<file path="src/rtl/foc_pkg.sv">
// Shared fixed-point types, angle constants and saturation helper for the
// field-oriented-control datapath.
package foc_pkg;

    typedef logic signed [15:0] q15_t;

    localparam logic [15:0] ANG_PI      = 16'd32768;
    localparam logic [15:0] ANG_HALF_PI = 16'd16384;
    localparam int          K_INV_SQRT3 = 18919;

    // Clamp a wide signed intermediate into the Q1.15 range.
    function automatic q15_t sat16(input logic signed [33:0] x);
        if (x > 34'sd32767)
            return 16'sh7fff;
        else if (x < -34'sd32768)
            return 16'sh8000;
        else
            return x[15:0];
    endfunction

endpackage

</file>
<file path="src/rtl/sine_lut.sv">
// Quarter-wave sine table with one registered read; phase 0..65535 spans one
// full turn. Output is symmetric, so it never reaches -32768.
module sine_lut
    import foc_pkg::*;
#(
    parameter int LUT_AW = 8
) (
    input  logic        clk,
    input  logic        rst_n,
    input  logic [15:0] i_phase,
    output q15_t        o_sin
);

    localparam int  DEPTH   = 1 << LUT_AW;
    localparam real HALF_PI = 1.5707963267948966;

    logic [14:0]       w_tbl [DEPTH];
    logic [LUT_AW-1:0] w_idx;
    logic [LUT_AW-1:0] w_addr;
    logic              w_mirror;
    logic              w_top;
    logic              w_neg;
    logic [14:0]       w_mag;
    q15_t              r_sin;

    // Table contents are elaboration-time constants; entries are all non-negative.
    generate
        for (genvar gi = 0; gi < DEPTH; gi++) begin : g_tbl
            localparam int VAL = $rtoi(32767.0 * $sin(HALF_PI * gi / DEPTH) + 0.5);
            assign w_tbl[gi] = 15'(VAL);
        end
    endgenerate

    assign w_idx    = i_phase[13 -: LUT_AW];
    assign w_mirror = i_phase[14];
    assign w_neg    = (i_phase >= ANG_PI);

    // Descending quadrants read the table backwards; index 0 there is the peak,
    // which lies one step past the last stored entry.
    assign w_addr = w_mirror ? -w_idx : w_idx;
    assign w_top  = w_mirror && (w_idx == '0);
    assign w_mag  = w_top ? 15'h7fff : w_tbl[w_addr];

    always_ff @(posedge clk or negedge rst_n) begin
        if (!rst_n)
            r_sin <= '0;
        else if (w_neg)
            r_sin <= -$signed({1'b0, w_mag});
        else
            r_sin <= $signed({1'b0, w_mag});
    end

    assign o_sin = r_sin;

endmodule

</file>
<file path="src/rtl/clarke_park_xform.sv">
// Four-stage Clarke (ia, ib -> alpha, beta) and Park (alpha, beta, phi -> id, iq)
// transform, one sample per clock, no back-pressure.
module clarke_park_xform
    import foc_pkg::*;
#(
    parameter int LUT_AW      = 8,
    parameter int K_INV_SQRT3 = foc_pkg::K_INV_SQRT3
) (
    input  logic               clk,
    input  logic               rst_n,
    input  logic               i_valid,
    input  logic signed [15:0] ia,
    input  logic signed [15:0] ib,
    input  logic        [15:0] phi,
    output logic               o_valid,
    output logic signed [15:0] alpha,
    output logic signed [15:0] beta,
    output logic signed [15:0] id,
    output logic signed [15:0] iq
);

    localparam logic signed [33:0] K_Q15 = 34'(K_INV_SQRT3);

    logic signed [17:0] w_s;
    logic        [15:0] w_cos_phase;
    logic signed [33:0] w_beta_prod;
    q15_t               w_sin;
    q15_t               w_cos;
    logic signed [32:0] w_id_sum;
    logic signed [32:0] w_iq_sum;

    logic               r1_valid;
    q15_t               r1_ia;
    logic signed [17:0] r1_s;
    logic        [15:0] r1_phi;

    logic               r2_valid;
    q15_t               r2_alpha;
    q15_t               r2_beta;

    logic               r3_valid;
    q15_t               r3_alpha;
    q15_t               r3_beta;
    logic signed [31:0] r3_ac;
    logic signed [31:0] r3_bs;
    logic signed [31:0] r3_as;
    logic signed [31:0] r3_bc;

    assign w_s         = $signed({{2{ia[15]}}, ia}) + $signed({ib[15], ib, 1'b0});
    assign w_cos_phase = r1_phi + ANG_HALF_PI;
    assign w_beta_prod = $signed({{16{r1_s[17]}}, r1_s}) * K_Q15;

    sine_lut #(.LUT_AW(LUT_AW)) u_sin (
        .clk     (clk),
        .rst_n   (rst_n),
        .i_phase (r1_phi),
        .o_sin   (w_sin)
    );

    sine_lut #(.LUT_AW(LUT_AW)) u_cos (
        .clk     (clk),
        .rst_n   (rst_n),
        .i_phase (w_cos_phase),
        .o_sin   (w_cos)
    );

    assign w_id_sum = $signed({r3_ac[31], r3_ac}) + $signed({r3_bs[31], r3_bs});
    assign w_iq_sum = $signed({r3_bc[31], r3_bc}) - $signed({r3_as[31], r3_as});

    always_ff @(posedge clk or negedge rst_n) begin
        if (!rst_n) begin
            r1_valid <= 1'b0;
            r1_ia    <= '0;
            r1_s     <= '0;
            r1_phi   <= '0;
            r2_valid <= 1'b0;
            r2_alpha <= '0;
            r2_beta  <= '0;
            r3_valid <= 1'b0;
            r3_alpha <= '0;
            r3_beta  <= '0;
            r3_ac    <= '0;
            r3_bs    <= '0;
            r3_as    <= '0;
            r3_bc    <= '0;
            o_valid  <= 1'b0;
            alpha    <= '0;
            beta     <= '0;
            id       <= '0;
            iq       <= '0;
        end else begin
            r1_valid <= i_valid;
            r1_ia    <= ia;
            r1_s     <= w_s;
            r1_phi   <= phi;

            // Sine/cosine registers inside the LUTs line up with this stage.
            r2_valid <= r1_valid;
            r2_alpha <= r1_ia;
            r2_beta  <= sat16(w_beta_prod >>> 15);

            r3_valid <= r2_valid;
            r3_alpha <= r2_alpha;
            r3_beta  <= r2_beta;
            r3_ac    <= r2_alpha * w_cos;
            r3_bs    <= r2_beta * w_sin;
            r3_as    <= r2_alpha * w_sin;
            r3_bc    <= r2_beta * w_cos;

            o_valid <= r3_valid;
            if (r3_valid) begin
                alpha <= r3_alpha;
                beta  <= r3_beta;
                id    <= sat16($signed({w_id_sum[32], w_id_sum}) >>> 15);
                iq    <= sat16($signed({w_iq_sum[32], w_iq_sum}) >>> 15);
            end
        end
    end

endmodule

</file>
<file path="config.mk">
export PLATFORM = sky130hd
export DESIGN_NAME = clarke_park_xform
export DESIGN_NICKNAME = d
export VERILOG_FILES = /design/src/rtl/foc_pkg.sv /design/src/rtl/sine_lut.sv /design/src/rtl/clarke_park_xform.sv
export SDC_FILE = /design/constraint.sdc
export NUM_CORES = 2
export LEC_CHECK = 0
export BUFFER_PORTS_ARGS = -buffer_cell sky130_fd_sc_hd__buf_2
export CORE_MARGIN = 2
export CORE_UTILIZATION = 25
export DETAILED_ROUTE_END_ITERATION = 7
export GPL_TIMING_DRIVEN = 0
export PLACE_DENSITY = 0.35
export REMOVE_ABC_BUFFERS = 1
export SLEW_MARGIN = 40
export SYNTH_ARGS = -nofsm -noshare
export SYNTH_HDL_FRONTEND = slang
export SYNTH_HIERARCHICAL = 1
export SYNTH_SLANG_ARGS = --single-unit
</file>
<file path="constraint.sdc">
create_clock -name clk -period 9.1 [get_ports clk]
set_input_delay 0.455 -clock clk [delete_from_list [all_inputs] [get_ports clk]]
set_output_delay 0.455 -clock clk [all_outputs]
set_load 0.05 [all_outputs]
</file>
==> impl_metrics.json <==
{
  "drive_gt1_share_pct": 8.310,
  "ys_warn_count": 6,
  "fin_crit_sh_pct": 89.61,
  "io_buffer_count": 109,
  "drc_errors": 0,
  "num_vias": 55160,
  "cts_hold_buf": 29,
  "fp.dieH_um": 531.4,
  "outcome": "complete, no violations",
  "critPathMaxFanout": 38,
  "clock.fmax_ghz": 0.1226,
  "cpPeakStageDelay_ps": 890,
  "syn_avg_cell_area_um2": 8.874,
  "numClockSinks": 335,
  "finalHoldViolations": 0,
  "avgRoutedWirePerCell_um": 21.86,
  "first_pass_iters": 6,
  "worst_slew_pin_slew_ps": 890.3,
  "grt_max_degree": 109,
  "rows": 193,
  "antenna_found_initial": 20,
  "end_kind": "flop",
  "critPathTopFamily": "compound AO/OA/AOI/OAI gates",
  "cts_root_buf": "clkbuf_16",
  "hold-path-cell-count": 3,
  "synth_area_um2": 69550,
  "ios": 116,
  "start_kind": "flop",
  "drv_slew": 0,
  "grt_pass1_vias": 59450,
  "path_buf_inv": 3,
  "clk_latency_ps": 680,
  "skew_ps": 36.10,
  "r2r-end": "u_cos/o_sin[14]$_DFF_PN0_",
  "reg2reg_from": "r1_phi[6]$_DFF_PN0_",
  "ctsResizeCount": 0,
  "antenna_left": 0,
  "cts_buffer_depth": 3,
  "tns_ps": 0,
  "min_from": "ib[2]",
  "min_to": "r1_s[3]$_DFF_PN0_",
  "htreeDepth": 2,
  "gp_congestion": 0.8846,
  "dieArea_um2": 282400,
  "totalWireLength_um": 250100,
  "syn_inst": 7837,
  "r2r_cells": 15,
  "clk_pin_slew_worst_paths_ps": 60,
  "post_cts_buffers": 0,
  "setup_violations": 0,
  "cts_buffers": 47,
  "fin_nets": 9473,
  "hp-class": "in2reg",
  "rsz0062_at_grt": "no",
  "dp_hpwl_um": 193100,
  "fp.coreArea_um2": 276500,
  "min_period_ps": 8155,
  "critical_path_class": "reg2reg",
  "crit_arrival_ps": 8670,
  "max_cap_viol_count": 0,
  "cp_slowest_cell": "ha_2",
  "r2r_slack_ps": 950,
  "relSlewSlack_pct": 40.58,
  "die_x_um": 531.4,
  "worstPathRequired_ps": 9620,
  "gr-total-overflow": 0,
  "crit_chain": "buf_12, clkinv_1, ha_2, mux2_2, inv_1, ha_1, o2111ai_1, a31oi_1, a2111oi_2, a21oi_1, a221oi_1, a311oi_2, or4_1, o41ai_2, xor2_1",
  "drtIter0Drc": 3818,
  "cts_tree": "built",
  "via_per_inst": 4.823,
  "grt_pass1_wl_um": 385700,
  "postLayoutCoreUtil_pct": 28.11,
  "syn2layout_area_growth_pct": 11.74,
  "grtUsageTotal_pct": 17.74,
  "start_util_pct": 25.15
}
[registers in the layout, indices dropped and copies added, names as in the netlist, 18 cells and up]
signal  flops
r3_bs      32
r3_ac      32
r3_as      32
r1_s       18
r3_bc      32
[layer usage]
layer / up-vias / track usage, % / part of all wire (%) / routed length [um]
met5: - / 0 / 0.014 / 36
met4: 6 / 4.874 / 2.9 / 7301
met3: 340 / 1.630 / 4.1 / 10350
met2: 1414 / 29.12 / 47 / 116400
met1: 28480 / 24.78 / 46 / 116000
li1: 24920 / - / - / -
[tightest hold or removal path, stage by stage]
cell	delay (ps)
buf_2	80
ha_1	160
xnor2_1	80
[metrics by stage]
stage          area, um^2  hold WS [ps]  std cells  setup slack [ps]
6_report            77710         142.7      11440             945.2
5_1_grt             77690         111.7      11430             676.3
4_1_cts             77670         61.67      11430              1057
3_5_place_dp        75760         330.3      11320              1087
3_3_place_gp        72570         331.3      11170             -8784
2_1_floorplan       67390         159.4       7359            -347.1
[layout by cell type (no fill, tap or decap), types with 20 or more instances in the layout]
| cell type | n |
|---|---|
| clkbuf_16 | 47 |
| xor2_1 | 87 |
| o2111ai_1 | 24 |
| dlygate4sd3_1 | 29 |
| o31ai_1 | 37 |
| or2_2 | 33 |
| and3_1 | 32 |
| o21bai_1 | 36 |
| a221oi_1 | 26 |
| inv_1 | 1465 |
| a211oi_1 | 68 |
| nor2b_1 | 41 |
| dfrtp_1 | 263 |
| a311oi_1 | 35 |
| and2_1 | 415 |
| a21o_1 | 73 |
| xnor2_1 | 184 |
| o22ai_1 | 36 |
| a211o_1 | 26 |
| nor3_1 | 98 |
| a21oi_1 | 334 |
| nand2_1 | 815 |
| buf_12 | 63 |
| nand2b_1 | 123 |
| o21ai_0 | 247 |
| o211ai_1 | 66 |
| mux2i_1 | 20 |
| ha_1 | 565 |
| nor2_1 | 245 |
| dfrtp_4 | 61 |
| o221ai_1 | 24 |
| fa_1 | 1152 |
| nand3_1 | 94 |
| a31oi_1 | 71 |
| mux2_2 | 40 |
| nand4_1 | 22 |
| buf_16 | 25 |
| o21a_1 | 27 |
| buf_2 | 123 |
[layout make-up]
type	instances	area [um^2]
Clock buffer	56	1260
Inverter	1481	5583
Antenna cell	7	17.52
Sequential cell	335	8626
Tap cell	3705	4636
Timing Repair Buffer	282	3336
Fill cell	29650	198800
Clock inverter	29	354.1
Multi-Input combinational cell	5543	53900
[worst max path at each step]
stage | startpoint | end | slack, ps | cells after the start
2_1_floorplan | r1_phi[6]$_DFF_PN0_ | u_cos/o_sin[14]$_DFF_PN0_ | -350 | 12
3_3_place_gp | r1_phi[6]$_DFF_PN0_ | u_sin/o_sin[14]$_DFF_PN0_ | -8780 | 12
3_5_place_dp | r1_phi[6]$_DFF_PN0_ | u_cos/o_sin[14]$_DFF_PN0_ | 1090 | 15
4_1_cts | r1_phi[6]$_DFF_PN0_ | u_cos/o_sin[14]$_DFF_PN0_ | 1060 | 15
5_1_grt | r1_phi[6]$_DFF_PN0_ | u_cos/o_sin[14]$_DFF_PN0_ | 680 | 15
6_report | r1_phi[6]$_DFF_PN0_ | u_cos/o_sin[14]$_DFF_PN0_ | 950 | 15
Power is left out: the tool's default activity adds up to more than one toggle a clock period on the data nets, which glitch-free logic cannot reach.
